<file path="src/rtl/alu_cmd_initiator.sv">
// Command-side initiator for the 8-bit ALU: queues requests, issues them one at a
// time to the ALU, waits the fixed ALU latency and returns tagged, flagged responses.
module alu_cmd_initiator #(
  parameter int DATA_W     = 8,
  parameter int CTRL_W     = 3,
  parameter int TAG_W      = 4,
  parameter int ALU_LAT    = 1,
  parameter int FIFO_DEPTH = 4
) (
  input  logic              clk_in,
  input  logic              rst_n_in,
  input  logic              req_valid_in,
  output logic              req_ready_out,
  input  logic [DATA_W-1:0] req_a_in,
  input  logic [DATA_W-1:0] req_b_in,
  input  logic [CTRL_W-1:0] req_op_in,
  input  logic [TAG_W-1:0]  req_tag_in,
  output logic [DATA_W-1:0] alu_a_out,
  output logic [DATA_W-1:0] alu_b_out,
  output logic [CTRL_W-1:0] alu_ctrl_out,
  input  logic [DATA_W-1:0] alu_result_in,
  output logic              rsp_valid_out,
  input  logic              rsp_ready_in,
  output logic [DATA_W-1:0] rsp_result_out,
  output logic [TAG_W-1:0]  rsp_tag_out,
  output logic [3:0]        rsp_flags_out,
  output logic              busy_out,
  output logic [1:0]        dbg_state_out
);

  // Both ports use valid/ready: a transfer happens at a rising edge where valid and
  // ready are both high; a raised valid and its payload hold until that edge.

  localparam int PTR_W = (FIFO_DEPTH > 1) ? $clog2(FIFO_DEPTH) : 1;
  localparam int CNT_W = PTR_W + 1;
  localparam int ENT_W = 2 * DATA_W + CTRL_W + TAG_W;
  localparam logic [3:0] LAT_LOAD = 4'(ALU_LAT - 1);

  typedef enum logic [1:0] {
    S_IDLE = 2'd0,
    S_WAIT = 2'd1,
    S_RESP = 2'd2
  } state_t;

  state_t             state;
  logic [3:0]         cnt;
  logic [ENT_W-1:0]   mem [FIFO_DEPTH];
  logic [PTR_W-1:0]   wr_ptr;
  logic [PTR_W-1:0]   rd_ptr;
  logic [CNT_W-1:0]   count;
  logic [DATA_W-1:0]  head_a;
  logic [DATA_W-1:0]  head_b;
  logic [CTRL_W-1:0]  head_op;
  logic [TAG_W-1:0]   head_tag;
  logic               head_legal;
  logic               push;
  logic               pop;

  assign {head_a, head_b, head_op, head_tag} = mem[rd_ptr];
  assign head_legal    = (head_op != '0) && (head_op != '1);
  assign req_ready_out = (count != CNT_W'(FIFO_DEPTH));
  assign push          = req_valid_in && req_ready_out;
  // The next op is taken from IDLE, or on the very edge the current response is accepted.
  assign pop           = (count != '0) &&
                         ((state == S_IDLE) || ((state == S_RESP) && rsp_ready_in));
  assign busy_out      = (state != S_IDLE) || (count != '0);
  assign dbg_state_out = state;

  function automatic logic [3:0] legal_flags(input logic [DATA_W-1:0] r);
    return {1'b0, ^r, r[DATA_W-1], (r == '0)};
  endfunction

  // Storage carries no reset; occupancy is tracked by count alone.
  always_ff @(posedge clk_in) begin
    if (push) mem[wr_ptr] <= {req_a_in, req_b_in, req_op_in, req_tag_in};
  end

  always_ff @(posedge clk_in or negedge rst_n_in) begin
    if (!rst_n_in) begin
      state          <= S_IDLE;
      cnt            <= '0;
      wr_ptr         <= '0;
      rd_ptr         <= '0;
      count          <= '0;
      alu_a_out      <= '0;
      alu_b_out      <= '0;
      alu_ctrl_out   <= '0;
      rsp_valid_out  <= 1'b0;
      rsp_result_out <= '0;
      rsp_tag_out    <= '0;
      rsp_flags_out  <= '0;
    end else begin
      if (push) wr_ptr <= wr_ptr + PTR_W'(1);
      if (pop)  rd_ptr <= rd_ptr + PTR_W'(1);
      if (push && !pop)      count <= count + CNT_W'(1);
      else if (!push && pop) count <= count - CNT_W'(1);

      case (state)
        S_IDLE: ;
        S_WAIT: begin
          if (cnt != '0) begin
            cnt <= cnt - 4'd1;
          end else begin
            rsp_result_out <= alu_result_in;
            rsp_flags_out  <= legal_flags(alu_result_in);
            rsp_valid_out  <= 1'b1;
            state          <= S_RESP;
          end
        end
        S_RESP: begin
          if (rsp_ready_in) begin
            rsp_valid_out <= 1'b0;
            state         <= S_IDLE;
          end
        end
        default: state <= S_IDLE;
      endcase

      // Issue overrides the case above so a popped op starts on the same edge.
      if (pop) begin
        rsp_tag_out <= head_tag;
        if (head_legal) begin
          alu_a_out     <= head_a;
          alu_b_out     <= head_b;
          alu_ctrl_out  <= head_op;
          cnt           <= LAT_LOAD;
          rsp_valid_out <= 1'b0;
          state         <= S_WAIT;
        end else begin
          rsp_result_out <= '0;
          rsp_flags_out  <= 4'b1000;
          rsp_valid_out  <= 1'b1;
          state          <= S_RESP;
        end
      end
    end
  end

endmodule

</file>
<file path="config.mk">
export PLATFORM = sky130hd
export DESIGN_NAME = alu_cmd_initiator
export DESIGN_NICKNAME = d
export VERILOG_FILES = /design/src/rtl/alu_cmd_initiator.sv
export SDC_FILE = /design/constraint.sdc
export NUM_CORES = 1
export LEC_CHECK = 0
export BUFFER_PORTS_ARGS = -buffer_cell sky130_fd_sc_hd__buf_2
export CAP_MARGIN = 20
export CORE_UTILIZATION = 36
export CTS_CLUSTER_SIZE = 40
export DETAILED_ROUTE_END_ITERATION = 10
export PLACE_DENSITY = 0.52
export SETUP_SLACK_MARGIN = 0.3
export SLEW_MARGIN = 5
export SYNTH_ARGS = -nofsm -noshare
export SYNTH_HDL_FRONTEND = slang
export SYNTH_SLANG_ARGS = --single-unit
</file>
<file path="constraint.sdc">
create_clock -name clk_in -period 2.9 [get_ports clk_in]
set_input_delay 0.435 -clock clk_in [delete_from_list [all_inputs] [get_ports clk_in]]
set_output_delay 0.435 -clock clk_in [all_outputs]
set_load 0.05 [all_outputs]
</file>
# Yosys cells after proc, flatten, opt, wreduce, memory -nomap -nowiden
# Memories as Yosys holds them, arrays and structs flattened.
# Cells that the tools add are included.
[word_totals]
wordCells = 73
reg_bits = 49
inputBits = 35
n_memories = 1
out_inout_bits = 40
ram_bits = 92
[op_classes]
n_addsub = 5
mux = 26
n_eq_ne = 7
reduce_logical = 22
[mem_list]
columns = ["name", "depth", "word_bits", "rd", "rd_ports_with_merged_regs", "write_ports", "line_no", "rtl"]
rows = [
  ["mem", 4, 23, 1, 0, 1, "47", "logic [ENT_W-1:0] mem [FIFO_DEPTH];"],
]
[op_table]
columns = ["op", "count"]
rows = [
  ["$mux 4", 8],
  ["$mux 8", 4],
  ["$ne 3x3->1 const B", 4],
  ["$reduce_bool 3->1", 3],
  ["$logic_not 8->1", 1],
  ["$mux 2", 4],
  ["$reduce_xor 8->1", 1],
  ["$logic_and 1x1->1", 6],
  ["$mux 1", 6],
  ["$mux 3", 2],
  ["$pmux 2 s3", 1],
  ["$reduce_and 3->1", 2],
  ["$add 2x1->2 const B", 2],
  ["$reduce_bool 2->1", 2],
  ["$reduce_bool 4->1", 1],
  ["$sub 4x1->4 const B", 1],
  ["$add 3x1->3 const B", 1],
  ["$sub 3x1->3 const B", 1],
  ["$eq 2x1->1 const B", 1],
  ["$eq 2x2->1 const B", 1],
  ["$logic_not 1->1", 2],
  ["$logic_not 2->1", 1],
  ["$logic_or 1x1->1", 2],
  ["$ne 2x2->1 const B", 1],
  ["2 further kinds", 2],
]

# Longest topological paths before layout
# Gate-level depths: netlist of the first run.
[depth]
ltp_word = 7
mapped_depth = 9
ltp_nobuf = 9

# Least setup slack after synthesis of the first run
# No wires, ideal clock.
[synth_timing]
path_type = "reg2reg"
from = "reg state[1], in the netlist dbg_state_out[1]"
to = "reg count[1]"
setup_ns = 0.125
slack_ns = 0.478
path_buffers = 0
required_ns = 2.775
path_stages_with_launch = 7
synth_period_minus_slack_ns = 2.422
t_arrival_ns = 2.298
cell_sequence = "dfrtp_1 > a211oi_1 > clkinv_1 > ha_1 > inv_1 > fa_1 > mux2_2"
[synth_between]
elab_chain_cells = 7
word_cells_on_any_way = 10
classes_between = "eq/ne (1); mux (1); reduce/logical (8)"
[synth_lines]
columns = ["item", "line_no", "rtl"]
rows = [
  ["start, declared", "45", "state_t state;"],
  ["start signal, assigned", "80", "state <= S_IDLE;"],
  ["start signal, assigned", "107", "state <= S_RESP;"],
  ["start signal, assigned", "113", "state <= S_IDLE;"],
  ["$eq 2x2->1", "65", "((state == S_IDLE) || ((state == S_RESP) && rsp_ready_in));"],
  ["$logic_and 1x1->1", "65", ""],
  ["$logic_or 1x1->1 *", "65", ""],
  ["$logic_and 1x1->1 *", "64", "assign pop = (count != '0) &&"],
  ["$logic_not 1->1", "95", "if (push && !pop) count <= count + CNT_W'(1);"],
  ["$logic_and 1x1->1", "95", ""],
  ["$mux 3 or $reduce_bool 2->1 (tied branches)", "-", ""],
  ["end signal, assigned", "95", ""],
  ["end signal, assigned", "96", "else if (!push && pop) count <= count - CNT_W'(1);"],
  ["end, declared", "50", "logic [CNT_W-1:0] count;"],
]
# Every way passes the cells marked *; elsewhere a longest branch is shown, timed or not.
# A chain may end at the register's enable or synchronous reset.

# Worst setup path in the final report of the first run
[layout_timing]
from = "reg rd_ptr[0]"
to = "reg alu_ctrl_out[2]"
[layout_between]
elab_chain_cells = 4
word_cells_on_any_way = 5
classes_between = "eq/ne (1); reduce/logical (3); memory (1)"
[layout_lines]
columns = ["item", "line_no", "rtl"]
rows = [
  ["start, declared", "49", "logic [PTR_W-1:0] rd_ptr;"],
  ["start signal, assigned", "94", "if (pop) rd_ptr <= rd_ptr + PTR_W'(1);"],
  ["$mem_v2 4x23 *", "-", ""],
  ["$ne 3x3->1 or $reduce_bool 3->1 (tied branches)", "60", "assign head_legal = (head_op != '0) && (head_op != '1);"],
  ["$logic_and 1x1->1", "60", ""],
  ["$reduce_and 2->1 (no line)", "-", ""],
  ["end signal, assigned", "125", "alu_ctrl_out <= head_op;"],
  ["end, declared", "20", "output logic [CTRL_W-1:0] alu_ctrl_out,"],
]
# Marked as above.

==> impl_metrics.py, run 1 <==
metrics = {
    "status": {
        "status": "finished, final reports clean",
    },
    "timing": {
        "tightest_slew_ns": 0.5799,
        "rsz0062_at_grt": "no",
        "timing.clock.skew_ns": 0.003999,
        "max_freq_mhz": 438.9,
        "tns_ns": 0,
        "slew_headroom_pct": 61.34,
        "drv_slew": 0,
        "min_period_ns": 2.279,
        "period_share_pct": 78.57,
        "setup_viol": 0,
        "holdWs_ns": 0.01871,
        "hold_viol": 0,
    },
    "critical_path": {
        "crit_type": "reg2reg",
        "crit_fanout": 21,
        "endpoint_kind": "flip-flop",
        "cp.arrival_ns": 2.58,
        "start_kind": "flip-flop",
        "crit_required_ns": 3.20,
    },
    "clock_tree": {
        "postCtsHoldBufs": 0,
        "cts.sinks": 141,
        "clock_latency_ns": 0.41,
        "cts_tree": "built",
        "cts-root-buf": "clkbuf_16",
        "cts_buffers": 17,
        "clk_path_buf_depth": 2,
        "postCtsSetupBuffers": 0,
        "cts_resized": 0,
        "clk_pin_slew_worst_paths_ns": 0.06,
        "htreeDepth": 4,
    },
    "power": {
        "leakage_nw": 2.755,
        "ir_worst_vdd_v": 0.0005732,
        "power_density_nw_per_um2": 1245,
    },
    "drt": {
        "drtPass1Iterations": 4,
        "wl_um": 10530,
        "met1_length_um": 4607,
        "detail_route.wl_per_cell_um": 16.93,
        "viasPerCell": 4.855,
        "drc": 0,
        "highest_layer": "met4",
        "detail-route-antenna-nets": 0,
        "dr_wl_met2_um": 5252,
        "drtIter0Drc": 104,
        "wl_met3_um": 512,
        "num_vias": 3020,
    },
    "floorplan": {
        "rows": 45,
        "dieArea_um2": 16120,
        "die_x_um": 127.0,
        "die_h_um": 127.0,
        "start_util_pct": 36.98,
        "core_um2": 15200,
        "io_pins": 75,
    },
    "logic_synthesis": {
        "synth.area.top_cells": "edfxtp_1 49%, dfrtp_1 22%, mux4_2 9.2%",
        "syn_nets": 372,
        "synth_edf_count": 92,
        "synthArstFlopShare_pct": 34.75,
        "ys_seq_area_share_pct": 70.95,
        "yosys.cell_types.count": 40,
        "netlist_area_um2": 5622,
        "synthTopCellsByCount": "92 x edfxtp_1, 49 x dfrtp_1, 40 x nand2_1, 23 x mux4_2",
        "yosys_most_used_dff": "edfxtp_1",
        "synth_most_common_cell": "edfxtp_1",
        "ys_ff_latch": 141,
        "synth.avg_cell_area_um2": 17.24,
        "synth_top_area_share_pct": 49.14,
        "synth_warnings": 0,
        "yosys.area.top_type": "edfxtp_1",
        "synth_cells": 326,
    },
    "global_routing": {
        "grt_pass1_vias": 3228,
        "overflow": 0,
        "grt_pass1_wl_um": 17120,
        "antenna_found_initial": 0,
        "grt_usage_pct": 14.64,
        "grt_max_degree": 27,
    },
    "job": {
        "drv_cap": 0,
    },
    "place": {
        "dp_hpwl_um": 6614,
        "gp_congestion": 0.6931,
        "numPortBuffers": 74,
    },
    "worst_hold_path": {
        "hp-class": "in2async",
    },
    "final_layout": {
        "synthToLayoutAreaGrowth_pct": 21.46,
        "drive_gt1_share_pct": 35.10,
        "fin_nets": 466,
    },
}
-- registers in the layout, indices dropped and copies added, names as in the netlist --
name / flops
alu_a_out: 8
alu_b_out: 8
alu_ctrl_out: 3
cnt: 4
count: 3
dbg_state_out: 2
mem: 92
rd_ptr: 2
rsp_flags_out: 4
rsp_result_out: 8
rsp_tag_out: 4
rsp_valid_out: 1
wr_ptr: 2
-- area by class of cell --
cell class,instances,area (um2)
Antenna cell,1,2.502
Clock buffer,23,457.9
Clock inverter,9,115.1
Fill cell,1350,8374
Inverter,15,56.30
Multi-Input combinational cell,159,1510
Sequential cell,141,3990
Tap cell,188,235.2
Timing Repair Buffer,86,460.4
-- through the flow --
stage	instance area (um2)	total power, W	utilization, %	worst slack (ns)	cells
after floorplan	5622	0.005705	-	0.4776	326
after detailed placement	6245	0.006515	41.08	0.4163	589
final	6828	0.008503	44.91	0.6214	622
after global routing	6825	0.009015	44.90	0.3861	621
after CTS	6818	0.008634	44.85	0.4092	621
after global placement	6245	0.006457	41.08	0.4737	589
-- logic make-up (layout without fill, tap and decap cells) --
group,count (synthesis),in the layout,share of synthesized area [%]
AO/OA/AOI/OAI,29,29,3.094
XOR/XNOR,11,11,1.714
adder cells (fa/ha/maj),11,11,2.582
buffers and inverters,26,133,2.314
flip-flops,141,141,70.95
multiplexers,44,44,14.04
other,0,1,0
AND/OR/NAND/NOR,64,64,5.297
-- where the power goes --
| group | switching [W] | total (W) | internal (W) |
|---|---|---|---|
| Combinational | 0.00208 | 0.00334 | 0.00126 |
| Sequential | 0.000299 | 0.00308 | 0.00278 |
| Clock | 0.000797 | 0.00209 | 0.00129 |
| Total | 0.00317 | 0.00850 | 0.00533 |
-- routing by layer --
metal / vias up / track usage (%)
met1: 1518 / 17.31
met5: - / 0
li1: 1419 / -
met2: 70 / 24.18
met3: 13 / 5.146
met4: 0 / 6.373
-- worst max-delay path, cell delays in order, from the launching register on --
cell,delay (ns)
dfrtp_2,0.43
mux4_2,0.59
or3_4,0.43
nand3_4,0.33
mux2_2,0.38
-- final timing paths --
kind | start | end | slack [ns] | cells past startpoint
min in group clk_in | req_b_in[5] | mem[0][12] | 0.23 | 1
worst max-delay path | rd_ptr[0] | alu_ctrl_out[2] | 0.62 | 4
worst min register to register | rsp_flags_out[3] | rsp_flags_out[3] | 0.47 | 2
worst max register to register | rd_ptr[0] | alu_ctrl_out[2] | 0.62 | 4
max in group asynchronous | rst_n_in | rd_ptr[0] | 2.07 | 2
worst min-delay path | rst_n_in | rsp_result_out[3] | 0.02 | 1
-- cell usage in the layout (no fill, tap or decap), drive strengths merged, types with 2 or more instances in the layout --
cell type / Yosys / final
nor2: 5 / 5
a21o: 4 / 4
xnor2: 7 / 7
a31oi: 2 / 2
inv: 14 / 14
nand3: 2 / 2
dfrtp: 49 / 49
a22o: 2 / 2
a21oi: 14 / 14
edfxtp: 92 / 92
buf: 5 / 86
mux2: 19 / 19
ha: 10 / 10
clkinv: 1 / 6
mux2i: 2 / 2
and2: 3 / 3
nor3: 2 / 2
nand2: 40 / 40
clkbuf: 6 / 23
bufinv: 0 / 2
mux4: 23 / 23
nand2b: 2 / 2
clkinvlp: 0 / 2
xor2: 4 / 4
o21ai: 4 / 4
and3: 5 / 5
Note: power is estimated with default switching activity, not from simulation.
==> run 2, diff against run 1 <==
clock period = 2.2 ns   (was 2.9 ns; I/O delays follow)
==> run 2 against run 1 <==
  * Register-to-register slack worse by 0.50 ns
  * Flip-flop and latch count stayed put
  * Sequential share of layout area is 2.8 points lower
  * Worst hold slack better by 0.11 ns
  * Global-route usage is 0.22 points higher
  * Critical path type unchanged
  * Largest power group unchanged
  * Highest routed layer unchanged
==> impl_metrics.py, run 2 (same netlist as run 1, synthesis figures left out) <==
metrics = {
    "floorplan": {
        "start_util_pct": 36.98,
        "core_um2": 15200,
        "die_x_um": 127.0,
        "io_pins": 75,
        "dieArea_um2": 16120,
        "die_h_um": 127.0,
        "rows": 45,
    },
    "final_layout": {
        "top_register": "mem",
        "fill_cells": 1349,
        "synthToLayoutAreaGrowth_pct": 27.84,
        "post-route-util_pct": 47.28,
        "largest_register_ffs": 92,
        "final_common_cell": "edfxtp_1",
        "layout_common_cells": "92 x edfxtp_1, 73 x buf_2, 43 x dfrtp_1, 38 x nand2_1, 27 x buf_4",
        "drive_gt1_share_pct": 43.64,
        "diodes": 0,
        "final-seq-area_um2": 3996,
        "fin_nets": 489,
        "multi_input_area_um2": 1633,
    },
    "clock_tree": {
        "cts-root-buf": "clkbuf_16",
        "cts_buffers": 17,
        "cts.sinks": 141,
        "htreeDepth": 4,
        "clk_path_buf_depth": 2,
        "clock_latency_ns": 0.42,
        "clk_pin_slew_worst_paths_ns": 0.06,
        "cts_tree": "built",
    },
    "drt": {
        "detail-route-antenna-nets": 0,
        "viasPerCell": 4.826,
        "drtPass1Iterations": 4,
        "drtIter0Drc": 177,
        "wl_um": 11120,
        "drc": 0,
        "num_vias": 3108,
        "detail_route.wl_per_cell_um": 17.27,
    },
    "critical_path": {
        "rrSetupSlack_ns": 0.12,
        "reg2regPathDepth": 5,
        "crit_chain": "mux4_2 -> or3_4 -> nand3_4 -> buf_12 -> mux2_4",
        "cp.arrival_ns": 2.37,
        "start_kind": "flip-flop",
        "rr_endpoint": "alu_b_out[5]",
        "critical_path_buf_inv_count": 1,
        "r2r_start": "rd_ptr[0]",
        "endpoint_kind": "flip-flop",
        "crit_fanout": 7,
        "crit_type": "reg2reg",
        "crit_required_ns": 2.50,
        "slowest_delay_ns": 0.52,
        "cp_top_family": "multiplexers",
        "crit_slowest_cell": "mux4_2",
    },
    "global_routing": {
        "grt_usage_pct": 14.86,
        "grt_pass1_wl_um": 17370,
        "grt_max_degree": 26,
        "antenna_found_initial": 0,
        "overflow": 0,
        "grt_pass1_vias": 3172,
    },
    "power": {
        "leakage_nw": 2.947,
        "finalPower_w": 0.01211,
        "ir_worst_vdd_v": 0.0007644,
        "power_density_nw_per_um2": 1686,
    },
    "status": {
        "status": "finished, final reports clean",
    },
    "place": {
        "dp_hpwl_um": 6916,
        "numPortBuffers": 74,
        "gp_congestion": 0.7239,
    },
    "timing": {
        "min_period_ns": 2.076,
        "holdWs_ns": 0.1259,
        "setup_viol": 0,
        "period_share_pct": 94.37,
        "drv_slew": 0,
        "tightest_slew_ns": 0.5163,
        "tns_ns": 0,
        "rsz0062_at_grt": "yes",
        "slew_headroom_pct": 65.58,
        "timing.clock.skew_ns": 0.006215,
        "hold_viol": 0,
        "max_freq_mhz": 481.7,
    },
    "worst_hold_path": {
        "hp-class": "in2reg",
        "worstHoldPathCells": 1,
        "hp-start": "req_b_in[1]",
        "hold_end": "mem[0][8]",
    },
    "job": {
        "drv_cap": 0,
    },
}
[run 2: worst max path at each step]
| stage | from | end | slack (ns) | depth (start not counted) |
|---|---|---|---|---|
| after floorplan | rd_ptr[0] | alu_a_out[1] | 0.10 | 6 |
| after global placement | rd_ptr[0] | alu_ctrl_out[2] | 0.08 | 5 |
| after detailed placement | rd_ptr[0] | alu_ctrl_out[2] | 0.07 | 5 |
| after CTS | rd_ptr[0] | alu_b_out[2] | 0.11 | 5 |
| after global routing | rd_ptr[0] | alu_b_out[2] | 0.06 | 5 |
| final | rd_ptr[0] | alu_b_out[5] | 0.12 | 5 |
[run 2: what timing repair did]
item	4_1_cts	5_1_grt
setup buffers	8	5
endpoints found under the hold margin	15	0
resized for setup	17	5
hold buffers	1	0
cloned	2	0
endpoints found under the setup margin	35	38
pin swaps	9	2
[run 2: report_power, final]
group	internal (W)	switching, W	total (W)
clock network	0.00168	0.00105	0.00273
registers	0.00367	0.000391	0.00406
logic	0.00229	0.00303	0.00532
total	0.00765	0.00447	0.0121
[run 2: per-layer routing]
metal	global-route usage [%]	vias up	share of wire, %
met2	23.69	72	49
met4	6.513	0	1.7
met3	4.429	17	4.2
li1	-	1454	-
met1	18.83	1565	45
met5	0	-	0
[run 2: worst reg2reg max path: stages (launching register included)]
cell and delay [ns]:
dfrtp_2 0.43, mux4_2 0.52, or3_4 0.42, nand3_4 0.13, buf_12 0.16, mux2_4 0.30
[run 2: cell type report]
cell class              instances  share of cell area (%)
clock buffers                  20                   6.215
repair buffers                109                   9.714
flip-flops and latches        141                   55.61
well taps                     188                   3.273
clock inverters                12                   1.671
multi-input cells             159                   22.72
inverters                      15                  0.8008
[run 2: per-stage QoR]
step / cell area [um2] / std cells / setup WS (ns)
2_1_floorplan: 5705 / 326 / 0.1005
3_3_place_gp: 6404 / 596 / 0.08493
3_5_place_dp: 6404 / 596 / 0.07467
4_1_cts: 7138 / 639 / 0.1056
5_1_grt: 7187 / 644 / 0.06408
6_report: 7187 / 644 / 0.1238
==> run 3, diff against run 2 <==
--- a/config.mk
+++ b/config.mk
@@ -9,2 +9,3 @@
 export CAP_MARGIN = 20
+export CORE_ASPECT_RATIO = 0.6
 export CORE_UTILIZATION = 36
--- a/constraint.sdc
+++ b/constraint.sdc
@@ -3,2 +3,2 @@
 set_output_delay 0.33 -clock clk_in [all_outputs]
-set_load 0.05 [all_outputs]
+set_load 0.02 [all_outputs]
==> run 3 against run 2 <==
  * Cell area is 0.54% lower
  * Critical path depth stayed put
  * Flip-flop and latch count stayed put
  * Sequential share of layout area is 0.30 points higher
  * Highest routed layer unchanged
  * Global-route usage is 0.49 points higher
  * Wire length is 1.2% higher
  * Count of clock-buffer cells in the layout is 1 lower
  * First-iteration DRC count is 16% lower
  * Total power is 7.3% lower
  * Critical path type unchanged
  * Non-clock buffer count is 3 lower
  * Die area is 0.10% higher
==> impl_metrics.py, run 3 (same netlist as run 1, synthesis figures left out) <==
metrics = {
    "status": {
        "status": "finished, final reports clean",
    },
    "timing": {
        "tightest_slew_ns": 0.4910,
        "drv_slew": 0,
        "rsz0062_at_grt": "yes",
        "min_period_ns": 2.081,
        "period_share_pct": 94.58,
        "max_freq_mhz": 480.6,
        "tns_ns": 0,
        "hold_viol": 0,
        "slew_headroom_pct": 67.26,
        "finalWorstSetupSlack_ns": 0.1193,
        "setup_viol": 0,
        "timing.clock.skew_ns": 0.01291,
    },
    "clock_tree": {
        "cts-root-buf": "clkbuf_16",
        "clk_path_buf_depth": 2,
        "clk_pin_slew_worst_paths_ns": 0.06,
        "htreeDepth": 4,
        "cts.sinks": 141,
        "clock_latency_ns": 0.41,
        "cts_buffers": 17,
        "cts_tree": "built",
    },
    "critical_path": {
        "crit_type": "reg2reg",
        "cp.arrival_ns": 2.37,
        "endpoint_kind": "flip-flop",
        "rr_endpoint": "alu_ctrl_out[2]",
        "r2r_start": "rd_ptr[0]",
        "start_kind": "flip-flop",
        "rrSetupSlack_ns": 0.12,
        "crit_required_ns": 2.49,
        "reg2regPathDepth": 5,
        "crit_fanout": 5,
    },
    "place": {
        "gp_congestion": 0.7509,
        "numPortBuffers": 74,
        "pre_cts_slack_ns": 0.05117,
        "dp_hpwl_um": 6934,
    },
    "final_layout": {
        "multi_input_area_um2": 1620,
        "synthToLayoutAreaGrowth_pct": 27.15,
        "final-seq-area_um2": 3996,
        "drive_gt1_share_pct": 43.49,
        "fin_nets": 486,
        "largest_register_ffs": 92,
        "final_common_cell": "edfxtp_1",
        "top_register": "mem",
        "fill_cells": 1285,
        "diodes": 0,
        "layout_common_cells": "92 x edfxtp_1, 73 x buf_2, 43 x dfrtp_1, 38 x nand2_1, 27 x buf_4",
    },
    "drt": {
        "detail_route.wl_per_cell_um": 17.29,
        "dr_wl_met2_um": 4957,
        "drtIter0Drc": 148,
        "wl_um": 11250,
        "viasPerCell": 4.767,
        "drc": 0,
        "drtPass1Iterations": 5,
        "wl_met3_um": 594,
        "detail-route-antenna-nets": 0,
        "num_vias": 3103,
        "highest_layer": "met4",
        "met1_length_um": 5641,
    },
    "job": {
        "drv_cap": 0,
    },
    "floorplan": {
        "start_util_pct": 37.86,
        "rows": 34,
        "die_x_um": 163.3,
        "core_um2": 14850,
        "dieArea_um2": 16140,
        "io_pins": 75,
        "die_h_um": 98.80,
    },
    "worst_hold_path": {
        "hp-class": "in2reg",
        "hp-start": "req_b_in[1]",
        "hold_end": "mem[3][8]",
        "worstHoldPathCells": 1,
    },
    "global_routing": {
        "grt_max_degree": 35,
        "antenna_found_initial": 2,
        "grt_usage_pct": 15.35,
        "grt_pass1_wl_um": 18080,
        "overflow": 0,
        "grt_pass1_vias": 3219,
    },
    "power": {
        "ir_worst_vdd_v": 0.0006839,
        "power_density_nw_per_um2": 1571,
        "leakage_nw": 2.908,
    },
}
==> run 3: changes by cell type in the layout (fill, tap and decap cells not counted) <==
cell        change
buf_6           -2
clkbuf_4        -1
clkbuf_8        -1
clkinv_1        -2
clkinv_2        +3
clkinv_4        -1
clkinvlp_4      +2
inv_1           +1
inv_2           -1
inv_6           -1
mux2_2          +2
mux2_4          -2
nand2_2         +1
nand2_4         -1
==> run 3: area by class of cell <==
type | count | area share, %
sequential | 141 | 55.91
timing repair buffer | 106 | 9.347
clock inverter | 13 | 1.750
tap | 198 | 3.466
multi-input combinational | 159 | 22.67
clock buffer | 19 | 6.056
inverter | 15 | 0.8052
==> run 3: how the worst max path moves through the flow <==
stage / from / endpoint / slack, ns
final: rd_ptr[0] / alu_ctrl_out[2] / 0.12
after global routing: rd_ptr[0] / alu_a_out[2] / 0.06
after CTS: rd_ptr[0] / alu_ctrl_out[2] / 0.11
after detailed placement: rd_ptr[0] / alu_a_out[4] / 0.05
after global placement: rd_ptr[0] / alu_a_out[4] / 0.07
after floorplan: rd_ptr[0] / alu_a_out[1] / 0.10
==> run 3: through the flow <==
step	cells	power [W]	area [um2]	hold slack, ns	util [%]
6_report	651	0.01123	7148	0.1385	48.15
5_1_grt	651	0.01191	7148	0.1226	48.15
4_1_cts	644	0.01121	7068	0.1258	47.61
2_1_floorplan	326	0.006997	5698	0.03441	-
3_3_place_gp	605	0.008140	6401	0.3192	43.11
3_5_place_dp	605	0.008216	6401	0.3209	43.11
==> run 3: where the power goes <==
group          switching [W]  internal (W)
logic                0.00224       0.00220
clock network        0.00105       0.00165
registers           0.000412       0.00367
==> run 3: repair_timing <==
item,4_1_cts,5_1_grt
hold buffers,1,0
setup endpoints to repair,35,38
pin swaps,7,4
resized for setup,12,7
gates cloned,2,0
hold endpoints to repair,15,0
setup buffers,4,7
==> run 3: per-layer routing <==
metal / track usage (%) / up-vias
met5: 0 / -
met4: 4.673 / 0
met3: 4.335 / 7
met2: 21.97 / 79
met1: 22.58 / 1568
li1: - / 1449
==> run 3: critical path: stages, from the launching register on <==
cell and delay, ns:
dfrtp_2 0.42, mux4_2 0.52, or3_4 0.42, nand3_4 0.12, buf_4 0.16, mux2_2 0.33
